### src/rtl/hdlverifier_capture_pkg.sv
// Shared types for the multi-channel capture engine: FSM states, trigger
// mode encodings and the window-count clamp helper.
package hdlverifier_capture_pkg;

    typedef enum logic [2:0] {
        ST_IDLE  = 3'd0,
        ST_FILL  = 3'd1,
        ST_ARMED = 3'd2,
        ST_POST  = 3'd3,
        ST_WDONE = 3'd4,
        ST_FULL  = 3'd5
    } capture_state_t;

    typedef enum logic [1:0] {
        TRIG_OR_LEVEL  = 2'b00,
        TRIG_AND_LEVEL = 2'b01,
        TRIG_OR_EDGE   = 2'b10,
        TRIG_RESERVED  = 2'b11
    } trig_mode_t;

    localparam int WIN_LOG2_W = 3;

    function automatic logic [WIN_LOG2_W-1:0] clamp_win(
        input logic [WIN_LOG2_W-1:0] win_log2,
        input logic [WIN_LOG2_W-1:0] max_log2
    );
        return (win_log2 > max_log2) ? max_log2 : win_log2;
    endfunction

endpackage

### src/rtl/hdlverifier_capture_mc_core_if.sv
// Readout port of the capture engine. HDLV_CAPTURE_TIMESTAMP_EN adds rd_ts.
interface hdlverifier_capture_mc_core_if #(
    parameter int NUM_CH       = 4,
    parameter int DATA_WIDTH   = 8,
    parameter int ADDR_WIDTH   = 6,
    parameter int MAX_WIN_LOG2 = 3,
    parameter int TS_WIDTH     = 32
);
    // rd_req is a one-cycle request with no backpressure; rd_valid/rd_data
    // (and rd_ts) answer exactly one clock later, one response per request.
    logic                         rd_req;
    logic [MAX_WIN_LOG2-1:0]      rd_win;
    logic [ADDR_WIDTH-1:0]        rd_idx;
    logic                         rd_valid;
    logic [NUM_CH*DATA_WIDTH-1:0] rd_data;
`ifdef HDLV_CAPTURE_TIMESTAMP_EN
    logic [TS_WIDTH-1:0]          rd_ts;

    modport master (output rd_req, rd_win, rd_idx, input rd_valid, rd_data, rd_ts);
    modport slave  (input rd_req, rd_win, rd_idx, output rd_valid, rd_data, rd_ts);
`else
    modport master (output rd_req, rd_win, rd_idx, input rd_valid, rd_data);
    modport slave  (input rd_req, rd_win, rd_idx, output rd_valid, rd_data);
`endif
endinterface

### src/rtl/hdlverifier_capture_ram.sv
// Simple dual-port sample buffer: one write port, registered read-first read port.
module hdlverifier_capture_ram #(
    parameter int ADDR_WIDTH = 6,
    parameter int DATA_W     = 32
) (
    input  logic                  clk,
    input  logic                  reset,
    input  logic                  we,
    input  logic [ADDR_WIDTH-1:0] waddr,
    input  logic [DATA_W-1:0]     wdata,
    input  logic                  re,
    input  logic [ADDR_WIDTH-1:0] raddr,
    output logic [DATA_W-1:0]     rdata
);
    logic [DATA_W-1:0] mem [2**ADDR_WIDTH];

    always_ff @(posedge clk) begin
        if (we) mem[waddr] <= wdata;
    end

    // A same-address read in the write cycle returns the previous contents.
    always_ff @(posedge clk) begin
        if (reset)   rdata <= '0;
        else if (re) rdata <= mem[raddr];
    end
endmodule

### src/rtl/hdlverifier_capture_mc_core.sv
// Windowed multi-channel capture engine with pre-trigger depth and masked
// trigger modes. Define HDLV_CAPTURE_TIMESTAMP_EN for per-window timestamps.
module hdlverifier_capture_mc_core
    import hdlverifier_capture_pkg::*;
#(
    parameter int NUM_CH       = 4,
    parameter int DATA_WIDTH   = 8,
    parameter int ADDR_WIDTH   = 6,
    parameter int MAX_WIN_LOG2 = 3,
    parameter int TS_WIDTH     = 32
) (
    input  logic                         clk,
    input  logic                         reset,
    input  logic                         clk_enable,
    input  logic [NUM_CH*DATA_WIDTH-1:0] data,
    input  logic [NUM_CH-1:0]            trigger,
    input  logic [NUM_CH-1:0]            trig_mask,
    input  logic [1:0]                   trig_mode,
    input  logic                         start,
    input  logic                         immediate,
    input  logic [2:0]                   win_log2,
    input  logic [ADDR_WIDTH-1:0]        trigger_pos,
    output logic                         ready_to_capture,
    output logic                         flag_full,
    output logic [MAX_WIN_LOG2:0]        captured_window_count,
    output capture_state_t               state_dbg,
    hdlverifier_capture_mc_core_if.slave rd
);
    localparam int WCW  = MAX_WIN_LOG2 + 1;
    localparam int NWIN = 2**MAX_WIN_LOG2;

    capture_state_t          state;
    logic                    start_d;
    logic [NUM_CH-1:0]       trigger_d;
    logic [2:0]              cfg_w;
    logic [ADDR_WIDTH-1:0]   cfg_p;
    trig_mode_t              cfg_mode;
    logic [NUM_CH-1:0]       cfg_mask;
    logic [MAX_WIN_LOG2-1:0] win_idx;
    logic [ADDR_WIDTH-1:0]   wptr, fill_cnt, post_cnt;
    logic [WCW-1:0]          win_count;
    logic [ADDR_WIDTH-1:0]   trig_addr [NWIN];
    logic                    rd_valid_q;

    logic [2:0]            w_new;
    logic [ADDR_WIDTH-1:0] p_new, wd_mask, p_eff, wptr_inc, waddr, raddr, rd_off;
    logic [NUM_CH-1:0]     masked;
    logic [WCW-1:0]        full_count;
    logic                  sel, hit, hit_arm, we;

    // Window base = idx * 2^(ADDR_WIDTH-W), computed as a shift of idx placed above the address bits.
    function automatic logic [ADDR_WIDTH-1:0] win_base(input logic [MAX_WIN_LOG2-1:0] idx,
                                                       input logic [2:0] w);
        logic [ADDR_WIDTH+MAX_WIN_LOG2-1:0] wide;
        wide = {idx, {ADDR_WIDTH{1'b0}}} >> w;
        return wide[ADDR_WIDTH-1:0];
    endfunction

    assign w_new      = clamp_win(win_log2, 3'(MAX_WIN_LOG2));
    assign p_new      = trigger_pos & ({ADDR_WIDTH{1'b1}} >> w_new);
    assign wd_mask    = {ADDR_WIDTH{1'b1}} >> cfg_w;
    assign p_eff      = cfg_p & wd_mask;
    assign wptr_inc   = (wptr + 1'b1) & wd_mask;
    assign full_count = WCW'(1) << cfg_w;
    assign waddr      = win_base(win_idx, cfg_w) | wptr;
    assign we         = start && clk_enable &&
                        (state == ST_FILL || state == ST_ARMED || state == ST_POST);

    always_comb begin
        masked = trigger & cfg_mask;
        case (cfg_mode)
            TRIG_AND_LEVEL: sel = (cfg_mask != '0) && (masked == cfg_mask);
            TRIG_OR_EDGE:   sel = |(masked & ~trigger_d);
            default:        sel = |masked;
        endcase
        hit     = clk_enable && (immediate || sel);
        hit_arm = start && (state == ST_ARMED) && hit;
    end

    always_ff @(posedge clk) begin
        if (reset) begin
            state     <= ST_IDLE;
            start_d   <= 1'b0;
            trigger_d <= '0;
            cfg_w     <= '0;
            cfg_p     <= '0;
            cfg_mode  <= TRIG_OR_LEVEL;
            cfg_mask  <= '0;
            win_idx   <= '0;
            wptr      <= '0;
            fill_cnt  <= '0;
            post_cnt  <= '0;
            win_count <= '0;
            flag_full <= 1'b0;
            for (int i = 0; i < NWIN; i++) trig_addr[i] <= '0;
        end else begin
            start_d <= start;
            if (clk_enable) trigger_d <= trigger;
            if (!start) begin
                state <= ST_IDLE;
            end else begin
                case (state)
                    ST_IDLE: if (!start_d) begin
                        cfg_w     <= w_new;
                        cfg_p     <= trigger_pos;
                        cfg_mode  <= trig_mode_t'(trig_mode);
                        cfg_mask  <= trig_mask;
                        win_idx   <= '0;
                        wptr      <= '0;
                        fill_cnt  <= '0;
                        win_count <= '0;
                        flag_full <= 1'b0;
                        state     <= (p_new == '0) ? ST_ARMED : ST_FILL;
                    end
                    ST_FILL: if (clk_enable) begin
                        wptr     <= wptr_inc;
                        fill_cnt <= fill_cnt + 1'b1;
                        if (fill_cnt + 1'b1 == p_eff) state <= ST_ARMED;
                    end
                    ST_ARMED: if (clk_enable) begin
                        wptr <= wptr_inc;
                        if (hit) begin
                            trig_addr[win_idx] <= wptr;
                            post_cnt <= wd_mask - p_eff;
                            state    <= (wd_mask == p_eff) ? ST_WDONE : ST_POST;
                        end
                    end
                    ST_POST: if (clk_enable) begin
                        wptr     <= wptr_inc;
                        post_cnt <= post_cnt - 1'b1;
                        if (post_cnt == ADDR_WIDTH'(1)) state <= ST_WDONE;
                    end
                    ST_WDONE: begin
                        win_count <= win_count + 1'b1;
                        if (win_count + 1'b1 == full_count) begin
                            flag_full <= 1'b1;
                            state     <= ST_FULL;
                        end else begin
                            win_idx  <= win_idx + 1'b1;
                            wptr     <= '0;
                            fill_cnt <= '0;
                            state    <= (p_eff == '0) ? ST_ARMED : ST_FILL;
                        end
                    end
                    ST_FULL: state <= ST_FULL;
                    default: state <= ST_IDLE;
                endcase
            end
        end
    end

    // Logical index 0 is the oldest sample: P samples before the trigger address.
    assign rd_off = (trig_addr[rd.rd_win] - p_eff + rd.rd_idx) & wd_mask;
    assign raddr  = win_base(rd.rd_win, cfg_w) | rd_off;

    always_ff @(posedge clk) begin
        if (reset) rd_valid_q <= 1'b0;
        else       rd_valid_q <= rd.rd_req;
    end

    hdlverifier_capture_ram #(
        .ADDR_WIDTH(ADDR_WIDTH),
        .DATA_W    (NUM_CH*DATA_WIDTH)
    ) u_ram (
        .clk  (clk),
        .reset(reset),
        .we   (we),
        .waddr(waddr),
        .wdata(data),
        .re   (rd.rd_req),
        .raddr(raddr),
        .rdata(rd.rd_data)
    );

`ifdef HDLV_CAPTURE_TIMESTAMP_EN
    logic [TS_WIDTH-1:0] ts_cnt;
    logic [TS_WIDTH-1:0] ts_table [NWIN];
    logic [TS_WIDTH-1:0] rd_ts_q;

    always_ff @(posedge clk) begin
        if (reset) begin
            ts_cnt  <= '0;
            rd_ts_q <= '0;
            for (int i = 0; i < NWIN; i++) ts_table[i] <= '0;
        end else begin
            if (clk_enable) ts_cnt <= ts_cnt + 1'b1;
            if (hit_arm) ts_table[win_idx] <= ts_cnt;
            if (rd.rd_req) rd_ts_q <= ts_table[rd.rd_win];
        end
    end

    assign rd.rd_ts = rd_ts_q;
`endif

    assign rd.rd_valid             = rd_valid_q;
    assign ready_to_capture        = (state == ST_ARMED);
    assign captured_window_count   = win_count;
    assign state_dbg               = state;
endmodule

### src/flat_wrapper.sv
// flat-port wrapper written by rule: the top's interface ports become plain ports
module hdlverifier_capture_mc_core_flat import hdlverifier_capture_pkg::*;
#(
    parameter int NUM_CH       = 4,
    parameter int DATA_WIDTH   = 8,
    parameter int ADDR_WIDTH   = 6,
    parameter int MAX_WIN_LOG2 = 3,
    parameter int TS_WIDTH     = 32
)
  (clk, reset, clk_enable, data, trigger, trig_mask, trig_mode, start, immediate, win_log2, trigger_pos, ready_to_capture, flag_full, captured_window_count, state_dbg, rd_rd_req, rd_rd_win, rd_rd_idx, rd_rd_valid, rd_rd_data);
  hdlverifier_capture_mc_core_if #(.NUM_CH(NUM_CH), .DATA_WIDTH(DATA_WIDTH), .ADDR_WIDTH(ADDR_WIDTH), .MAX_WIN_LOG2(MAX_WIN_LOG2), .TS_WIDTH(TS_WIDTH)) rd_i ();
  input  logic clk;
  input  logic reset;
  input  logic clk_enable;
  input  logic [NUM_CH*DATA_WIDTH-1:0] data;
  input  logic [NUM_CH-1:0] trigger;
  input  logic [NUM_CH-1:0] trig_mask;
  input  logic [1:0] trig_mode;
  input  logic start;
  input  logic immediate;
  input  logic [2:0] win_log2;
  input  logic [ADDR_WIDTH-1:0] trigger_pos;
  output logic ready_to_capture;
  output logic flag_full;
  output logic [MAX_WIN_LOG2:0] captured_window_count;
  output capture_state_t state_dbg;
  input wire logic [$bits(rd_i.rd_req)-1:0] rd_rd_req;
  input wire logic [$bits(rd_i.rd_win)-1:0] rd_rd_win;
  input wire logic [$bits(rd_i.rd_idx)-1:0] rd_rd_idx;
  output wire logic [$bits(rd_i.rd_valid)-1:0] rd_rd_valid;
  output wire logic [$bits(rd_i.rd_data)-1:0] rd_rd_data;
  assign rd_i.rd_req = rd_rd_req;
  assign rd_i.rd_win = rd_rd_win;
  assign rd_i.rd_idx = rd_rd_idx;
  assign rd_rd_valid = rd_i.rd_valid;
  assign rd_rd_data = rd_i.rd_data;
  hdlverifier_capture_mc_core #(.NUM_CH(NUM_CH), .DATA_WIDTH(DATA_WIDTH), .ADDR_WIDTH(ADDR_WIDTH), .MAX_WIN_LOG2(MAX_WIN_LOG2), .TS_WIDTH(TS_WIDTH)) u_core (.clk(clk), .reset(reset), .clk_enable(clk_enable), .data(data), .trigger(trigger), .trig_mask(trig_mask), .trig_mode(trig_mode), .start(start), .immediate(immediate), .win_log2(win_log2), .trigger_pos(trigger_pos), .ready_to_capture(ready_to_capture), .flag_full(flag_full), .captured_window_count(captured_window_count), .state_dbg(state_dbg), .rd(rd_i));
endmodule
### config.mk
export PLATFORM = sky130hd
export DESIGN_NAME = hdlverifier_capture_mc_core_flat
export DESIGN_NICKNAME = d
export VERILOG_FILES = /design/src/rtl/hdlverifier_capture_pkg.sv /design/src/rtl/hdlverifier_capture_mc_core_if.sv /design/src/rtl/hdlverifier_capture_ram.sv /design/src/rtl/hdlverifier_capture_mc_core.sv /design/src/flat_wrapper.sv
export SDC_FILE = /design/constraint.sdc
export NUM_CORES = 2
export LEC_CHECK = 0
export BUFFER_PORTS_ARGS = -buffer_cell sky130_fd_sc_hd__buf_2
export CORE_ASPECT_RATIO = 0.9
export CORE_MARGIN = 2
export CORE_UTILIZATION = 40
export CTS_CLUSTER_DIAMETER = 50
export CTS_CLUSTER_SIZE = 14
export DETAILED_ROUTE_END_ITERATION = 10
export GPL_TIMING_DRIVEN = 0
export PLACE_DENSITY = 0.62
export SYNTH_ARGS = -nofsm -noshare
export SYNTH_HDL_FRONTEND = slang
export SYNTH_HIERARCHICAL = 1
export SYNTH_SLANG_ARGS = --single-unit
### constraint.sdc
create_clock -name clk -period 14.99 [get_ports clk]
set_input_delay 2.2485 -clock clk [delete_from_list [all_inputs] [get_ports clk]]
set_output_delay 2.2485 -clock clk [all_outputs]
set_load 0.02 [all_outputs]
==> qor.csv <==
metric,value,unit
status,"complete, but fails checks",
violations,slew limit,
slew_headroom,-7.79,%
path_clk_slew,0.07,ns
avgSynthCellArea,19.8,um^2
final.min_clock_period,9.25,ns
htree_levels,4,
hold_violations,0,
r2r_end,u_core/u_ram/rdata[0],
place_hpwl,178,mm
synth_top_cells_by_area,"edfxtp_1 74%, mux4_2 10%, mux2i_1 3.5%",
nets,4789,
routed_wl,264,mm
max_freq,108,MHz
ir_drop,128,uV
core_area,212000,um^2
ys_warn_count,6,
p_leak,31.2,nW
r2r_start,u_core/cfg_w[1],
crit_path_end_kind,register,
start_kind,input pin,
track_usage,23.9,%
rsz0062_at_grt,false,
critical_path_class,input pin to register,
grtUsageMet3,5.48,%
cts_tree,yes,
ctsResizeCount,0,
globalRouteMet2Util,36.2,%
die_area,217000,um^2
synthArstFlopShare,0,%
power_density,169,nW/um^2
layout_common_cells,"2,096 x edfxtp_1, 398 x mux4_2, 297 x mux2i_1",
whs,0.486,ns
layout-drive-gt1-share,23.1,%
yosysTopAreaCellShare,73.6,%
yosysSeqAreaShare,75.5,%
gr-max-usage-layer,met2,
synthesis.area,85500,um^2
remaining_drc_errors,0,
cts_max_path_buffers,3,
hold_class,register to register,
cts.sinks,2178,
antenna_found_initial,19,
grt_pass1_wl,362,mm
antenna_left,0,
max_slew.worst_pin.slew,1.62,ns
synth.distinct_cells,84,
clock_latency,0.87,ns
ys_ff_latch,2178,
synth_top_area_cell,edfxtp_1,
slew_violations,4,
place.port_buffers,103,
cp_max_fo,10,
wl_per_cell,34.6,um
vias_per_cell,6.21,
grt-ovfl-total,0,
hold-path-cell-count,2,
ff2ff_path_depth,15,
maxCapViolCount,0,
areaGrowthSynthToFinish,14.3,%
hold_end,u_core/trigger_d[0],
final_common_cell,edfxtp_1,
r2r_slack,7.50,ns
row_count,160,
use_met1,33.8,%
grt_pass1_vias,45300,
final.setup.tns,0,ns
syn_inst,4319,
cts_hold_repair.buffers,0,
arrival,10.04,ns
ys.flop_type,edfxtp_1,
die_h,443,um
worstHoldStart,u_core/trigger_d[0],
nFillCells,17800,
gp_congestion,0.927,
numCtsBuffers,193,
die_w,491,um
required,15.78,ns
synth_nets,4405,
skew,0.0770,ns
first_iter_violations,7527,
vias,47600,
period_share,61.7,%
setup_viol,0,
start_util,40.4,%
synth_edf_count,2096,
ctsRootBufferMaster,clkbuf_16,
postCtsSetupBuffers,0,
drt-pass1-iter-count,7,
grt_max_degree,65,
boundaryPins,108,
-- flip-flops by register name, indices dropped and copies added, names as in the netlist --
signal and count:
u_core/u_ram/mem 2048, u_core/state_dbg 3, u_core/trigger_d 4, u_core/wptr 6, u_core/trig_addr 48, u_core/post_cnt 6, u_core/start_d 1, u_core/u_ram/rdata 32
u_core/cfg_p 6, u_core/cfg_mode 2, u_core/cfg_mask 4, u_core/win_idx 3, u_core/fill_cnt 6, u_core/captured_window_count 4, u_core/rd.rd_valid 1, u_core/flag_full 1
u_core/cfg_w 3
-- how the worst max path moves through the flow --
stage	from	to	cells past startpoint
floorplan	rd_rd_win[0]	u_core/u_ram/rdata[21]	19
global placement	rd_rd_win[0]	u_core/u_ram/rdata[16]	16
detailed placement	rd_rd_win[0]	u_core/u_ram/rdata[17]	16
CTS	rd_rd_win[0]	u_core/u_ram/rdata[17]	16
global route	rd_rd_win[0]	u_core/u_ram/rdata[0]	16
finish	rd_rd_win[0]	u_core/u_ram/rdata[0]	16
-- Yosys cell counts (33+ instances only) --
cell type / number
nand2_1: 67
a31oi_1: 45
o22ai_1: 83
mux2_2: 49
buf_4: 39
a22oi_1: 51
edfxtp_1: 2096
o21ai_0: 80
and2_1: 80
mux2i_1: 297
buf_2: 73
a21oi_1: 91
dfxtp_1: 82
mux4_2: 398
nor2_1: 160
a221oi_1: 33
o221ai_1: 53
clkbuf_1: 124
-- metrics by stage --
stage,area (um^2),instances,total power [mW],setup slack (ns),util (%)
2_1_floorplan,85500,4319,9.64,7.99,-
3_3_place_gp,89600,7257,11.7,5.25,42.3
3_5_place_dp,91700,7339,11.7,5.22,43.3
4_1_cts,97700,7642,16.4,6.11,46.1
5_1_grt,97700,7647,16.9,5.63,46.1
6_report,97700,7653,16.5,5.74,46.2
-- power by group --
group | internal [mW] | switching (mW) | leakage (nW)
registers | 6.71 | 0.0534 | 19.6
logic | 1.69 | 3.27 | 8.73
clock network | 2.59 | 2.22 | 2.89
-- worst max-delay path, cell delays in order --
cell	delay, ns
clkbuf_1	0.40
buf_1	0.69
mux4_2	0.61
mux2i_1	0.20
fa_1	0.44
inv_1	0.07
ha_1	0.26
xnor2_1	0.15
o21ai_0	1.09
buf_2	0.68
buf_4	0.43
buf_2	0.48
buf_4	0.37
mux2i_1	0.22
a221oi_1	1.35
a221o_1	0.30
-- logic make-up after synthesis --
logic type	Yosys count	synth area share, %
other	1	0.00439
and+or+nand+nor	471	2.78
xor gates and xnor gates	24	0.262
adders and majority gates	20	0.328
DFF	2178	75.5
buffers and inverters	295	1.69
AOI/OAI and AO/OA	586	4.80
muxes	744	14.6
-- layer usage --
metal | routed length [um] | vias to the layer above
met5 | 13 | -
met4 | 10500 | 2
met3 | 30200 | 513
met2 | 120000 | 3062
met1 | 104000 | 25300
li1 | - | 18600
-- area by class of cell --
cell class,instances,area [um^2],area share (%)
Sequential cell,2178,64600,66.1
Inverter,31,116,0.119
Clock buffer,239,5150,5.27
Buffer,264,1330,1.36
Timing Repair Buffer,189,2240,2.29
Multi-Input combinational cell,1846,20000,20.4
Antenna cell,7,17.5,0.0179
Tap cell,2835,3550,3.63
Clock inverter,64,808,0.827
(Power assumes the default switching activity.)
